===== src/rtl/lc4_divider_iter_pkg.sv =====
// lc4_divider_iter_pkg
// Shared definitions for the iterative LC4 divider: FSM state encodings
// and the iteration count of one restoring divide.
package lc4_divider_iter_pkg;

  typedef enum logic [1:0] {
    ST_IDLE = 2'd0,
    ST_BUSY = 2'd1,
    ST_DONE = 2'd2
  } state_t;

  // One quotient bit per iteration, so one iteration per operand bit.
  localparam int DIV_ITERS = 16;

  // Counter value seen on the final iteration (counter starts at 0).
  localparam logic [3:0] LAST_ITER = 4'(DIV_ITERS - 1);

endpackage


===== src/rtl/cla16.sv =====
// cla16
// 16-bit carry-lookahead adder: four 4-bit lookahead groups whose group
// generate/propagate terms feed a second lookahead level for the group carries.
// Ports:
//   a, b  in  16  addends
//   cin   in  1   carry in
//   sum   out 16  a + b + cin (low 16 bits)
//   cout  out 1   carry out of bit 15
module cla16 (
  input  logic [15:0] a,
  input  logic [15:0] b,
  input  logic        cin,
  output logic [15:0] sum,
  output logic        cout
);

  logic [15:0] g_s;
  logic [15:0] p_s;
  logic [3:0]  gg_s;
  logic [3:0]  gp_s;
  logic [16:0] c_s;

  // Bit and group generate/propagate, group carries, then in-group carries.
  always_comb begin
    g_s  = a & b;
    p_s  = a ^ b;
    gg_s = 4'd0;
    gp_s = 4'd0;
    c_s  = 17'd0;
    c_s[0] = cin;
    for (int k = 0; k < 4; k++) begin
      gp_s[k] = &p_s[4*k +: 4];
      gg_s[k] = g_s[4*k+3]
              | (p_s[4*k+3] & g_s[4*k+2])
              | (p_s[4*k+3] & p_s[4*k+2] & g_s[4*k+1])
              | (p_s[4*k+3] & p_s[4*k+2] & p_s[4*k+1] & g_s[4*k]);
    end
    for (int k = 0; k < 4; k++) begin
      c_s[4*k+4] = gg_s[k] | (gp_s[k] & c_s[4*k]);
    end
    for (int k = 0; k < 4; k++) begin
      c_s[4*k+1] = g_s[4*k] | (p_s[4*k] & c_s[4*k]);
      c_s[4*k+2] = g_s[4*k+1] | (p_s[4*k+1] & g_s[4*k])
                 | (p_s[4*k+1] & p_s[4*k] & c_s[4*k]);
      c_s[4*k+3] = g_s[4*k+2] | (p_s[4*k+2] & g_s[4*k+1])
                 | (p_s[4*k+2] & p_s[4*k+1] & g_s[4*k])
                 | (p_s[4*k+2] & p_s[4*k+1] & p_s[4*k] & c_s[4*k]);
    end
    sum  = p_s ^ c_s[15:0];
    cout = c_s[16];
  end

endmodule


===== src/rtl/lc4_divider_step.sv =====
// lc4_divider_step
// One combinational iteration of restoring division.
// Ports:
//   rem       in  16  partial remainder
//   dvd       in  16  dividend shift register (MSB is the next bit down)
//   dsr       in  16  divisor
//   rem_next  out 16  partial remainder after this iteration
//   dvd_next  out 16  dividend shifted left by one
//   qbit      out 1   quotient bit produced by this iteration
module lc4_divider_step (
  input  logic [15:0] rem,
  input  logic [15:0] dvd,
  input  logic [15:0] dsr,
  output logic [15:0] rem_next,
  output logic [15:0] dvd_next,
  output logic        qbit
);

  logic [16:0] trial_s;
  logic [15:0] diff_s;
  logic        no_borrow_s;
  logic        ge_s;

  assign trial_s  = {rem, dvd[15]};
  assign dvd_next = {dvd[14:0], 1'b0};

  // trial[15:0] - dsr as trial + ~dsr + 1; carry out is 1 when no borrow.
  cla16 u_sub (
    .a   (trial_s[15:0]),
    .b   (~dsr),
    .cin (1'b1),
    .sum (diff_s),
    .cout(no_borrow_s)
  );

  // 17-bit compare trial >= {0,dsr}: a set trial MSB already exceeds any
  // 16-bit divisor, otherwise the low-half borrow decides.
  always_comb begin
    ge_s = trial_s[16] | no_borrow_s;
    if (ge_s) begin
      rem_next = diff_s;
      qbit     = 1'b1;
    end else begin
      rem_next = trial_s[15:0];
      qbit     = 1'b0;
    end
  end

endmodule


===== src/rtl/lc4_divider_iter.sv =====
// lc4_divider_iter
// Multi-cycle 16-bit unsigned divider (restoring, one quotient bit per cycle).
// A request is taken in IDLE, iterated 16 times in BUSY, and the result is
// presented with a one-cycle o_valid pulse in DONE. Divide by zero yields 0 r 0.
// Ports:
//   clk          in  1   clock, rising edge
//   rst          in  1   synchronous active-high reset
//   i_valid      in  1   request valid
//   i_ready      out 1   high exactly in IDLE
//   i_dividend   in  16  dividend, sampled on accept
//   i_divisor    in  16  divisor, sampled on accept
//   o_valid      out 1   one-cycle result pulse
//   o_quotient   out 16  quotient, held until next o_valid
//   o_remainder  out 16  remainder, held until next o_valid
module lc4_divider_iter
  import lc4_divider_iter_pkg::*;
#(
  parameter int WIDTH = 16
) (
  input  logic             clk,
  input  logic             rst,
  input  logic             i_valid,
  output logic             i_ready,
  input  logic [WIDTH-1:0] i_dividend,
  input  logic [WIDTH-1:0] i_divisor,
  output logic             o_valid,
  output logic [WIDTH-1:0] o_quotient,
  output logic [WIDTH-1:0] o_remainder
);

  state_t           state_r;
  logic [3:0]       cnt_r;
  logic [WIDTH-1:0] dvd_r;
  logic [WIDTH-1:0] dsr_r;
  logic [WIDTH-1:0] rem_r;
  logic [WIDTH-1:0] quo_r;

  logic [WIDTH-1:0] rem_next_s;
  logic [WIDTH-1:0] dvd_next_s;
  logic             qbit_s;
  logic [WIDTH-1:0] quo_next_s;

  assign i_ready    = (state_r == ST_IDLE);
  assign quo_next_s = {quo_r[WIDTH-2:0], qbit_s};

  lc4_divider_step u_step (
    .rem     (rem_r),
    .dvd     (dvd_r),
    .dsr     (dsr_r),
    .rem_next(rem_next_s),
    .dvd_next(dvd_next_s),
    .qbit    (qbit_s)
  );

  // Divider FSM, iteration counter, operand and result registers.
  always_ff @(posedge clk) begin
    if (rst) begin
      state_r     <= ST_IDLE;
      cnt_r       <= 4'd0;
      dvd_r       <= '0;
      dsr_r       <= '0;
      rem_r       <= '0;
      quo_r       <= '0;
      o_valid     <= 1'b0;
      o_quotient  <= '0;
      o_remainder <= '0;
    end else begin
      case (state_r)
        ST_IDLE: begin
          o_valid <= 1'b0;
          // i_ready is high in IDLE, so i_valid alone means accept here.
          if (i_valid) begin
            dvd_r   <= i_dividend;
            dsr_r   <= i_divisor;
            rem_r   <= '0;
            quo_r   <= '0;
            cnt_r   <= 4'd0;
            state_r <= ST_BUSY;
          end else begin
            state_r <= ST_IDLE;
          end
        end
        ST_BUSY: begin
          dvd_r <= dvd_next_s;
          rem_r <= rem_next_s;
          quo_r <= quo_next_s;
          cnt_r <= cnt_r + 4'd1;
          if (cnt_r == LAST_ITER) begin
            state_r <= ST_DONE;
            o_valid <= 1'b1;
            // Results come from this final iteration, not the stale registers.
            if (dsr_r == '0) begin
              o_quotient  <= '0;
              o_remainder <= '0;
            end else begin
              o_quotient  <= quo_next_s;
              o_remainder <= rem_next_s;
            end
          end else begin
            state_r <= ST_BUSY;
            o_valid <= 1'b0;
          end
        end
        ST_DONE: begin
          o_valid <= 1'b0;
          state_r <= ST_IDLE;
        end
        default: begin
          o_valid <= 1'b0;
          state_r <= ST_IDLE;
        end
      endcase
    end
  end

endmodule


===== config.mk =====
export PLATFORM = sky130hd
export DESIGN_NAME = lc4_divider_iter
export DESIGN_NICKNAME = d
export VERILOG_FILES = /design/src/rtl/lc4_divider_iter_pkg.sv /design/src/rtl/cla16.sv /design/src/rtl/lc4_divider_step.sv /design/src/rtl/lc4_divider_iter.sv
export SDC_FILE = /design/constraint.sdc
export NUM_CORES = 1
export LEC_CHECK = 0
export CORE_UTILIZATION = 50
export CTS_CLUSTER_DIAMETER = 80
export DETAILED_ROUTE_END_ITERATION = 10
export PLACE_DENSITY = 0.75
export SLEW_MARGIN = 10
export SYNTH_ARGS = -nofsm -noshare
export SYNTH_HDL_FRONTEND = slang
export SYNTH_SLANG_ARGS = --single-unit

===== constraint.sdc =====
create_clock -name clk -period 4.2 [get_ports clk]
set_clock_uncertainty 0.15 [all_clocks]
set_input_delay 0.63 -clock clk [delete_from_list [all_inputs] [get_ports clk]]
set_output_delay 0.63 -clock clk [all_outputs]
set_load 0.1 [all_outputs]

==> results of run 1 <==
==> flip-flops by register name (all words and copies together) (netlist names) <==
register,cells
dsr_r,16
state_r,2
o_quotient,16
o_remainder,16
rem_r,16
o_valid,1
quo_r,15
dvd_r,16
cnt_r,4
==> worst min path at each step <==
stage,slack [ns],end
detailed placement,0.30,o_remainder[11]
global placement,0.29,o_remainder[11]
CTS,0.32,o_remainder[11]
floorplan,0.29,cnt_r[3]
global route,0.33,quo_r[3]
finish,0.31,o_remainder[11]
==> report_power, final <==
group          total (mW)  switching [mW]  leakage [nW]  internal [mW]
Clock               0.657           0.368         0.104          0.289
Combinational        1.94            1.23          1.16          0.702
Sequential           1.14          0.0869         0.828           1.05
==> cells in the final DEF, fill, tap and decap left out, drive strengths merged, types with 6 or more instances in the layout <==
cell type and count:
a21o 10, a21oi 48, a22oi 17, a311oi 15, a32o 7, buf 10, clkbuf 9, clkdlybuf4s50 67
dfxtp 102, ha 18, inv 26, nand2 124, nand3 29, nand4 10, nor2 49, o211ai 14
o21ai 10, o31ai 6
==> layout make-up <==
class / instances / share of cell area
multi-input combinational: 416 / 0.437
tap: 129 / 0.0281
sequential: 102 / 0.355
clock buffer: 9 / 0.0215
timing repair buffer: 77 / 0.129
clock inverter: 7 / 0.0150
inverter: 22 / 0.0144
==> cell families (layout without fill, tap and decap cells) <==
| group | after synthesis | in the layout | synth area share |
|---|---|---|---|
| flops | 102 | 102 | 0.425 |
| xor+xnor | 8 | 8 | 0.0146 |
| compound gates | 146 | 146 | 0.220 |
| fa+ha+maj | 21 | 21 | 0.0594 |
| simple gates | 240 | 240 | 0.226 |
| buf+inv | 61 | 115 | 0.0534 |
| mux | 1 | 1 | 0.00208 |
==> routing by layer <==
metal	part of all wire	wire length, µm	vias up
met5	0	0	-
met4	0.018	214	0
met3	0.057	668	17
met2	0.47	5540	105
met1	0.45	5280	2058
li1	-	-	2150
==> worst reg2reg max path: cells and delay by family, from the launching register on <==
family | cells | cell delay (ns)
AOI/OAI and AO/OA | 4 | 0.92
xor gates and xnor gates | 1 | 0.19
adders and majority gates | 2 | 0.75
buffers and inverters | 1 | 0.05
DFF | 1 | 0.36
and+or+nand+nor | 3 | 0.59
==> per-stage QoR <==
| stage | total power [mW] | hold slack (ns) | setup slack [ns] | cell area, µm² | cells |
|---|---|---|---|---|---|
| CTS | 3.72 | 0.319 | 1.08 | 5750 | 762 |
| floorplan | 2.76 | 0.288 | 1.31 | 4810 | 579 |
| global placement | 3.02 | 0.295 | 1.21 | 5540 | 746 |
| finish | 3.73 | 0.315 | 1.08 | 5750 | 762 |
| global route | 3.97 | 0.325 | 0.909 | 5750 | 762 |
| detailed placement | 3.07 | 0.296 | 1.11 | 5540 | 746 |
==> results.yml, run 1 <==
final_layout:
  syn2layout_area_growth_pct: 19.6
  antenna_cells: 0
  multiInputGateArea_mm2: 0.00251
  nNetsFinal: 684
  seq_area_mm2: 0.00204
  layout-drive-gt1-share: 0.0774
  fin_util: 0.619
  fillerInstances: 863
global_routing:
  antenna_found_initial: 0
  grt_max_degree: 52
  use_met2: 0.410
  grt_util_all_layers: 0.246
  grt-busiest-layer: "met2"
  grt_pass1_wl_um: 19600
  use_met3: 0.0536
  grt-ovfl-total: 0
  grt_use_met1: 0.313
  grt_pass1_vias: 4117
die:
  start_util: 0.518
  die_h_um: 100
  fp.coreArea_mm2: 0.00928
  num_rows: 35
  die-area_mm2: 0.0100
  die_x_um: 100
  io_pins: 69
clocking:
  cts.repair.resized: 0
  clock_path_buffers: 2
  numCtsBuffers: 9
  h-tree-depth: 3
  cts-root-buf: "clkbuf_8"
  cts-hold-fix-buffers: 0
  clock_latency_ns: 0.38
  tritoncts: "done"
  post_cts_buffers: 0
  clk_pin_slew_ns: 0.10
  clock_sinks: 102
timing:
  slew_violations: 0
  finalSetupTns_ns: 0
  rsz0062_at_grt: "no"
  slew_headroom: 0.314
  min_period_ns: 3.12
  fin_crit_sh: 0.742
  worst_slew_pin_slew_ns: 1.03
  final_hold_viol_count: 0
  fmax_ghz: 0.321
  finalSetupViolCount: 0
setup_path:
  worstRegToRegCells: 11
  worstPathCellList: "inv_1, ha_1, a21oi_2, o21ai_0, or3_1, o211ai_1, nand2b_1, fa_1, xnor2_1, nand3_2, a32o_1"
  slowest_delay_ns: 0.39
  critical_path_cell_count: 11
  crit_path_top_delay_cell: "fa_1"
  cp_num_buf_inv: 1
  r2r_setup_slack_ns: 1.08
  critical-path-top-delay-family: "compound AO/OA/AOI/OAI gates"
  crit_path_end: "rem_r[13]"
  regToRegEndpoint: "rem_r[13]"
  cp-end-kind: "flip-flop"
  worstPathRequired_ns: 4.32
  cp_data_arrival_time_ns: 3.23
  crit_start: "dsr_r[5]"
  critPathMaxFanout: 5
  start_kind: "flip-flop"
  worstSetupPathType: "flip-flop to flip-flop"
  r2r-start: "dsr_r[5]"
synthesis:
  syn_area_mm2: 0.00481
  synth_area_leaders: "dfxtp_1 (42%), nand2_1 (9.7%), a21oi_1 (4.7%)"
  yosys.area.top_type: "dfxtp_1"
  syn_area_per_cell_um2: 8.30
  synthArstFlopShare: 0
  synth_top_area_share: 0.425
  yosysMostFrequentCell: "nand2_1"
  synth_cell_type_count: 59
  ys_top_cells_by_count: "nand2_1 (124), dfxtp_1 (102), nor2_1 (47)"
  synth_warnings: 0
  ys_seq_elements: 102
  ys.flop_type: "dfxtp_1"
  synth_edf_count: 0
  netlist_instances: 579
  syn-num-nets: 635
  yosysSeqAreaShare: 0.425
worst_hold_path:
  hold_path_depth: 2
  hold_path_class: "flip-flop to flip-flop"
  hp-start: "o_remainder[11]"
placed_design:
  io_buffers: 68
  dp_hpwl_um: 7970
  place.gp.congestion: 0.915
drt:
  drc_errors: 0
  drt_iter0_markers: 185
  wl_per_cell_um: 15.4
  drtAntennaViolNets: 0
  wl_um: 11700
  via_per_inst: 5.68
  vias: 4330
  drtPass1Iterations: 7
power_and_ir_drop:
  power.density_mw_per_mm2: 649
  peakVddDrop_mv: 0.499
  p_leak_nw: 2.09
run:
  cap_violations: 0
status:
  status: "complete, no violations"
(Power assumes the default switching activity.)
==> run 2: changes to the inputs <==
--- a/config.mk
+++ b/config.mk
@@ -5,10 +5,10 @@
 export SDC_FILE = /design/constraint.sdc
 export NUM_CORES = 1
 export LEC_CHECK = 0
-export CORE_UTILIZATION = 50
+export CORE_UTILIZATION = 49
 export CTS_CLUSTER_DIAMETER = 80
 export DETAILED_ROUTE_END_ITERATION = 10
-export PLACE_DENSITY = 0.75
+export PLACE_DENSITY = 0.77
 export SLEW_MARGIN = 10
 export SYNTH_ARGS = -nofsm -noshare
 export SYNTH_HDL_FRONTEND = slang
==> constraint.sdc (replaced) <==
create_clock -name clk -period 2.6 [get_ports clk]
set_clock_uncertainty 0.15 [all_clocks]
set_input_delay 0.39 -clock clk [delete_from_list [all_inputs] [get_ports clk]]
set_output_delay 0.39 -clock clk [all_outputs]
set_load 0.1 [all_outputs]
==> results.yml, run 2 (synthesis results as in run 1) <==
status:
  status: "complete, no violations"
drt:
  drc_errors: 0
  via_per_inst: 5.58
  drt_iter0_markers: 259
  drtPass1Iterations: 5
  wl_per_cell_um: 15.0
  wl_um: 12100
  drtAntennaViolNets: 0
  vias: 4495
timing:
  fmax_ghz: 0.387
  worst_slack_ns: 0.0129
  finalSetupTns_ns: 0
  slew_headroom: 0.522
  min_period_ns: 2.59
  rsz0062_at_grt: "yes"
  fin_crit_sh: 0.995
  slew_violations: 0
  whs_ns: 0.310
  finalSetupViolCount: 0
  worst_slew_pin_slew_ns: 0.717
  final_hold_viol_count: 0
setup_path:
  critical-path-top-delay-family: "compound AO/OA/AOI/OAI gates"
  cp-end-kind: "flip-flop"
  worstPathRequired_ns: 2.72
  worstSetupPathType: "flip-flop to flip-flop"
  crit_path_end: "rem_r[13]"
  worstPathCellList: "inv_2, ha_4, a21oi_2, o21ai_2, or3_1, o211ai_1, nand2b_1, fa_2, xnor2_2, nand3_2, a32o_1"
  crit_start: "dsr_r[7]"
  critPathMaxFanout: 3
  regToRegEndpoint: "rem_r[13]"
  worstRegToRegCells: 11
  cp_num_buf_inv: 1
  r2r-start: "dsr_r[7]"
  critical_path_cell_count: 11
  start_kind: "flip-flop"
  r2r_setup_slack_ns: 0.01
  slowest_delay_ns: 0.38
  cp_data_arrival_time_ns: 2.71
  crit_path_top_delay_cell: "fa_2"
power_and_ir_drop:
  power.density_mw_per_mm2: 1120
  peakVddDrop_mv: 0.774
  p_leak_nw: 2.40
  p_total_mw: 6.88
clocking:
  clock_path_buffers: 2
  clk_pin_slew_ns: 0.10
  h-tree-depth: 3
  tritoncts: "done"
  numCtsBuffers: 9
  cts-root-buf: "clkbuf_8"
  clock_latency_ns: 0.38
  cts-hold-fix-buffers: 0
  clock_sinks: 102
final_layout:
  mostFrequentLayoutCell: "nand2_1"
  nNetsFinal: 728
  design_area_mm2: 0.00617
  layout-drive-gt1-share: 0.239
  fin_util: 0.658
  antenna_cells: 0
  instances_no_fill: 806
  fillerInstances: 772
  syn2layout_area_growth_pct: 28.4
  most-common-layout-cells: "nand2_1 (123), dfxtp_1 (93), buf_4 (86)"
placed_design:
  io_buffers: 68
  place_area_mm2: 0.00592
  placedCellCount: 788
  place.gp.congestion: 0.931
  dp_slack_ns: -0.0688
  dp_hpwl_um: 8430
global_routing:
  grt_util_all_layers: 0.247
  antenna_found_initial: 0
  grt_pass1_wl_um: 19700
  grt_max_degree: 74
  grt_pass1_vias: 4205
  grt-ovfl-total: 0
die:
  die-area_mm2: 0.0102
  die_h_um: 101
  num_rows: 35
  die_x_um: 101
  fp.coreArea_mm2: 0.00937
  start_util: 0.513
  io_pins: 69
run:
  cap_violations: 0
worst_hold_path:
  hold_path_class: "flip-flop to flip-flop"
==> run 2: cell type report <==
type                    instances  area [µm²]  share of cell area
clock buffers                   9         124              0.0201
clock inverters                 7        67.6              0.0110
inverters                      22        82.6              0.0134
multi-input cells             416        2680               0.434
flip-flops and latches        102        2050               0.333
well taps                     129         161              0.0262
repair buffers                121        1000               0.162
==> run 2: what timing repair did <==
item / 4_1_cts / 5_1_grt
buffers inserted: 1 / 1
gates resized for setup: 2 / 8
pin swaps: 8 / 3
setup endpoints to repair: 6 / 23
==> run 2: worst reg2reg max path: cells and delay by family (launching register included) <==
family          cells  cell delay (ns)
buf+inv             1             0.04
xor+xnor            1             0.14
flops               1             0.35
compound gates      4             0.68
fa+ha+maj           2             0.63
simple gates        3             0.50
==> run 2: worst min-delay path by stage <==
stage	from	to	slack (ns)	cells past startpoint
finish	o_remainder[10]	o_remainder[10]	0.31	2
global route	o_remainder[10]	o_remainder[10]	0.34	2
CTS	o_remainder[10]	o_remainder[10]	0.31	2
detailed placement	o_remainder[11]	o_remainder[11]	0.30	2
global placement	o_remainder[10]	o_remainder[10]	0.29	2
floorplan	cnt_r[3]	cnt_r[3]	0.29	1
==> run 2: per-layer routing <==
layer	vias up	part of all wire	GRT usage
met5	-	0	0
met4	0	0.018	0.0836
met3	21	0.053	0.0506
met2	117	0.49	0.415
met1	2127	0.44	0.315
li1	2230	-	-
==> run 2: power breakdown <==
| part | leakage (nW) | switching [mW] | internal [mW] | total, mW |
|---|---|---|---|---|
| Sequential | 0.832 | 0.124 | 1.70 | 1.83 |
| Clock | 0.0989 | 0.599 | 0.371 | 0.970 |
| Combinational | 1.47 | 2.26 | 1.83 | 4.08 |
